<file path="config.mk">
export PLATFORM = sky130hd
export DESIGN_NAME = alu_mc
export DESIGN_NICKNAME = d
export VERILOG_FILES = /design/src/rtl/alu_mc.sv
export SDC_FILE = /design/constraint.sdc
export NUM_CORES = 1
export LEC_CHECK = 0
export ABC_AREA = 1
export CAP_MARGIN = 20
export CELL_PAD_IN_SITES_DETAIL_PLACEMENT = 2
export CELL_PAD_IN_SITES_GLOBAL_PLACEMENT = 2
export CORE_UTILIZATION = 34
export CTS_CLUSTER_DIAMETER = 100
export DETAILED_ROUTE_END_ITERATION = 7
export GPL_ROUTABILITY_DRIVEN = 0
export PLACE_DENSITY = 0.87
export REMOVE_ABC_BUFFERS = 1
export SYNTH_ARGS = -nofsm -noshare
export SYNTH_HDL_FRONTEND = slang
export SYNTH_SLANG_ARGS = --single-unit
</file>
<file path="constraint.sdc">
create_clock -name clk -period 3.8 [get_ports clk]
set_clock_uncertainty 0.15 [all_clocks]
set_input_delay 0.57 -clock clk [delete_from_list [all_inputs] [get_ports clk]]
set_output_delay 0.57 -clock clk [all_outputs]
set_load 0.02 [all_outputs]
</file>
<file path="src/rtl/alu_mc.sv">
// Multi-cycle ALU with valid/ready handshakes: logic/arith ops finish in one edge,
// mul runs as a WIDTH-step shift-add. Results are registered and held until accepted.
module alu_mc #(
  parameter int WIDTH = 8
) (
  input  logic               clk,
  input  logic               rst,
  input  logic               in_valid,
  output logic               in_ready,
  input  logic [WIDTH-1:0]   a,
  input  logic [WIDTH-1:0]   b,
  input  logic [2:0]         op,
  output logic               out_valid,
  input  logic               out_ready,
  output logic [2*WIDTH-1:0] y,
  output logic               carry,
  output logic               zero
);

  localparam int CW = $clog2(WIDTH + 1);

  localparam logic [2:0] OP_ADD  = 3'b000;
  localparam logic [2:0] OP_SUB  = 3'b001;
  localparam logic [2:0] OP_AND  = 3'b010;
  localparam logic [2:0] OP_NOT  = 3'b011;
  localparam logic [2:0] OP_OR   = 3'b100;
  localparam logic [2:0] OP_XOR  = 3'b101;
  localparam logic [2:0] OP_MUL  = 3'b110;
  localparam logic [2:0] OP_XNOR = 3'b111;

  typedef enum logic [1:0] {
    S_IDLE = 2'd0,
    S_MUL  = 2'd1,
    S_DONE = 2'd2
  } state_t;

  state_t             state_q;
  logic [2*WIDTH-1:0] mcand_q;
  logic [2*WIDTH-1:0] prod_q;
  logic [WIDTH-1:0]   mplier_q;
  logic [CW-1:0]      cnt_q;
  logic [2*WIDTH-1:0] y_q;
  logic               out_valid_q;
  logic               carry_q;
  logic               zero_q;

  logic               accept_s;
  logic [WIDTH:0]     sum_s;
  logic [WIDTH:0]     diff_s;
  logic [WIDTH-1:0]   logic_s;
  logic [2*WIDTH-1:0] res_d;
  logic               carry_d;
  logic [2*WIDTH-1:0] prod_d;

  assign in_ready = !rst && ((state_q == S_IDLE) || ((state_q == S_DONE) && out_ready));
  assign accept_s = in_valid && in_ready;

  always_comb begin
    sum_s   = {1'b0, a} + {1'b0, b};
    // Top bit of the (WIDTH+1)-bit difference is the unsigned borrow.
    diff_s  = {1'b0, a} - {1'b0, b};
    logic_s = '0;
    case (op)
      OP_AND:  logic_s = a & b;
      OP_NOT:  logic_s = ~a;
      OP_OR:   logic_s = a | b;
      OP_XOR:  logic_s = a ^ b;
      OP_XNOR: logic_s = ~(a ^ b);
      default: logic_s = '0;
    endcase
    res_d   = '0;
    carry_d = 1'b0;
    case (op)
      OP_ADD: begin
        res_d   = {{(WIDTH-1){1'b0}}, sum_s};
        carry_d = sum_s[WIDTH];
      end
      OP_SUB: begin
        res_d   = {{WIDTH{1'b0}}, diff_s[WIDTH-1:0]};
        carry_d = diff_s[WIDTH];
      end
      default: begin
        res_d   = {{WIDTH{1'b0}}, logic_s};
        carry_d = 1'b0;
      end
    endcase
    prod_d = prod_q + (mplier_q[0] ? mcand_q : {(2*WIDTH){1'b0}});
  end

  always_ff @(posedge clk) begin
    if (rst) begin
      state_q     <= S_IDLE;
      mcand_q     <= '0;
      prod_q      <= '0;
      mplier_q    <= '0;
      cnt_q       <= '0;
      y_q         <= '0;
      out_valid_q <= 1'b0;
      carry_q     <= 1'b0;
      zero_q      <= 1'b0;
    end else if (accept_s) begin
      if (op == OP_MUL) begin
        mcand_q     <= {{WIDTH{1'b0}}, a};
        mplier_q    <= b;
        prod_q      <= '0;
        cnt_q       <= CW'(WIDTH);
        out_valid_q <= 1'b0;
        state_q     <= S_MUL;
      end else begin
        y_q         <= res_d;
        carry_q     <= carry_d;
        zero_q      <= (res_d == '0);
        out_valid_q <= 1'b1;
        state_q     <= S_DONE;
      end
    end else begin
      case (state_q)
        S_MUL: begin
          prod_q   <= prod_d;
          mcand_q  <= {mcand_q[2*WIDTH-2:0], 1'b0};
          mplier_q <= {1'b0, mplier_q[WIDTH-1:1]};
          cnt_q    <= cnt_q - CW'(1);
          // The last iteration publishes the product on the same edge.
          if (cnt_q == CW'(1)) begin
            y_q         <= prod_d;
            carry_q     <= 1'b0;
            zero_q      <= (prod_d == '0);
            out_valid_q <= 1'b1;
            state_q     <= S_DONE;
          end else begin
            state_q <= S_MUL;
          end
        end
        S_DONE: begin
          if (out_ready) begin
            out_valid_q <= 1'b0;
            state_q     <= S_IDLE;
          end else begin
            state_q <= S_DONE;
          end
        end
        S_IDLE: state_q <= S_IDLE;
        default: begin
          out_valid_q <= 1'b0;
          state_q     <= S_IDLE;
        end
      endcase
    end
  end

  assign out_valid = out_valid_q;
  assign y         = y_q;
  assign carry     = carry_q;
  assign zero      = zero_q;

endmodule
</file>
==> impl_metrics.tcl <==
set metrics [dict create \
    outcome "complete, no violations" \
    critPathKind "register to register" \
    p_int_mw 1.34 \
    timing.final.crit_share_pct 84.2 \
    grt_max_degree 42 \
    cts_resized 0 \
    initial_core_util_pct 35.0 \
    place_area_um2 5670 \
    core_area_um2 14600 \
    cts_buffers 9 \
    avgRoutedWirePerCell_um 22.6 \
    grt_pass1_vias 6671 \
    finish.utilization_pct 40.9 \
    postCtsHoldBufs 0 \
    setup_viol_count_final 0 \
    synth.distinct_cells 36 \
    htreeDepth 3 \
    total_power_mw 1.99 \
    drive_gt1_share_pct 5.19 \
    hold_viol_final 0 \
    switching_share_pct 32.5 \
    clkSlewWorstSetupHoldPaths_ns 0.06 \
    critPathArrivalTime_ns 3.35 \
    final_cell_mix "nand2_1 (275), inv_1 (114), a21oi_1 (65), dfxtp_1 (65), nand3_1 (53)" \
    hold_slack_ns 0.342 \
    cellPowerDensity_nw_per_um2 333 \
    crit_required_ns 3.95 \
    drt_iter0_drc 362 \
    ys_seq_area_share_pct 25.5 \
    overflow 0 \
    startpoint_type "register" \
    wl_um 23800 \
    yosys_most_used_dff "dfxtp_1" \
    layout.nets 932 \
    worst_slew_pin_slew_ns 0.572 \
    min_path_type "register to register" \
    io_pins 43 \
    rsz0062_at_grt "false" \
    slew_violations 0 \
    netlist_area_um2 5110 \
    synth-edff-count 0 \
    stdcell_area_um2 5960 \
    final_antenna_net_count 0 \
    switchingPower_mw 0.645 \
    die_w_um 125 \
    setup_tns_ns 0 \
    pwr-share-clk_pct 44.0 \
    hp-start "mplier_q[5]" \
    hold_end "mplier_q[4]" \
    rr_endpoint "zero" \
    rows 44 \
    crit_path_end_kind "register" \
    holdPathStages 2 \
    leakage_nw 2.85 \
    drt_first_pass_iters 4 \
    port_buffers 42 \
    r2r-start "mplier_q[0]" \
    insertion_delay_ns 0.35 \
    tritoncts "yes" \
    ys_warn_count 0 \
    combinationalPowerShare_pct 19.8 \
    fmax_mhz 312 \
    synth-seq-cells 65 \
    num_vias 5833 \
    slew_headroom_pct 61.8 \
    cts.sinks 65 \
    area_delta_synth_final_pct 16.7 \
    via_per_inst 5.55 \
    drv_cap 0 \
    period_needed_ns 3.20 \
    seq_power_share_pct 36.2 \
    fp.dieH_um 125 \
    path_max_fanout 10 \
    layout_commonest_cell "nand2_1" \
    diodes 0 \
    antenna_found_initial 0 \
    syn_avg_cell_area_um2 6.14 \
    r2r_slack_ns 0.60 \
    async_flop_share_pct 0 \
    syn_inst 832 \
    grt_util_all_layers_pct 31.1 \
    hpwlAfterDp_um 16000 \
    post_cts_buffers 0 \
    cts_max_path_buffers 2 \
    ir_drop_mv 0.219 \
    drc 0 \
    grt_pass1_wl_um 37500 \
    cts_root_buf "clkbuf_16" \
    reg2reg_depth 16 \
    die_area_um2 15500 \
]
==> metal layers <==
metal	share of wire (%)	wire [µm]	GRT usage (%)
met5	0	0	0
met4	3.5	824	12.7
met3	4.4	1050	5.88
met2	50	11900	54.5
met1	42	10000	37.0
==> registers in the layout (all words and copies together) (netlist names) <==
register,flops
carry,1
cnt_q,4
mcand_q,16
mplier_q,8
out_valid,1
prod_q,16
state_q,2
y,16
zero,1
==> worst max path at each step <==
stage	start	to	slack, ns	cells after the start
after global placement	a[0]	zero	0.74	16
after CTS	mplier_q[0]	zero	0.59	16
after global routing	mplier_q[0]	zero	0.50	16
after detailed placement	a[3]	zero	0.57	14
final	mplier_q[0]	zero	0.60	16
after floorplan	rst	y[0]	0.27	8
==> worst max-delay path, stage by stage (launching register included) <==
cell and delay (ns):
dfxtp_1 0.57, nand2_1 0.10, inv_1 0.09, ha_1 0.25, fa_1 0.51, or2_2 0.33
nor2_1 0.17, nand2_1 0.09, inv_1 0.07, nand3_1 0.11, nor2_1 0.11, nand3_1 0.12
nor2_1 0.11, nand3_1 0.14, nand3_1 0.12, nand2_1 0.05, inv_1 0.05
==> synthesized netlist by cell type, types with 5 or more instances <==
library cell    n  area (µm²)
nor2_1         48         180
o21ai_0        46         230
o211ai_1        5        37.5
nand2_1       275        1030
ha_1           44         551
a31oi_1        20         125
nand4_1         9        56.3
nand3_1        53         265
clkbuf_1       16        60.1
a21oi_1        65         325
o22ai_1         7        43.8
inv_2          10        37.5
inv_1         114         428
dfxtp_1        65        1300
buf_2          10        50.1
nand3b_1        6        45.0
nor3_1          7        35.0
==> power by group through the flow <==
stage / Sequential, mW / Combinational [mW] / Clock, mW
floorplan: 0.741 / 0.196 / 0
global placement: 0.731 / 0.350 / 0
detailed placement: 0.733 / 0.370 / 0
CTS: 0.719 / 0.388 / 0.887
global route: 0.720 / 0.423 / 0.911
finish: 0.719 / 0.393 / 0.873
==> kinds of logic after synthesis <==
logic type,after synthesis,synth area share [%]
AND/OR/NAND/NOR,410,33.9
flip-flops,65,25.5
AO/OA/AOI/OAI,151,16.0
XOR/XNOR,3,0.515
adder cells (fa/ha/maj),47,12.0
buffers and inverters,156,12.2
==> layout make-up <==
type                       instances  area [µm²]
sequential                        65        1300
clock inverter                     6        66.3
tap                              184         230
clock buffer                      10         229
multi-input combinational        611        3180
timing repair buffer              50         480
fill                            1779        8630
inverter                         125         472
==> metrics by stage <==
stage	worst slack (ns)	instances
2_1_floorplan	0.272	801
3_3_place_gp	0.739	1035
3_5_place_dp	0.573	1035
4_1_cts	0.591	1051
5_1_grt	0.500	1051
6_report	0.599	1051
(Power assumes the default switching activity.)
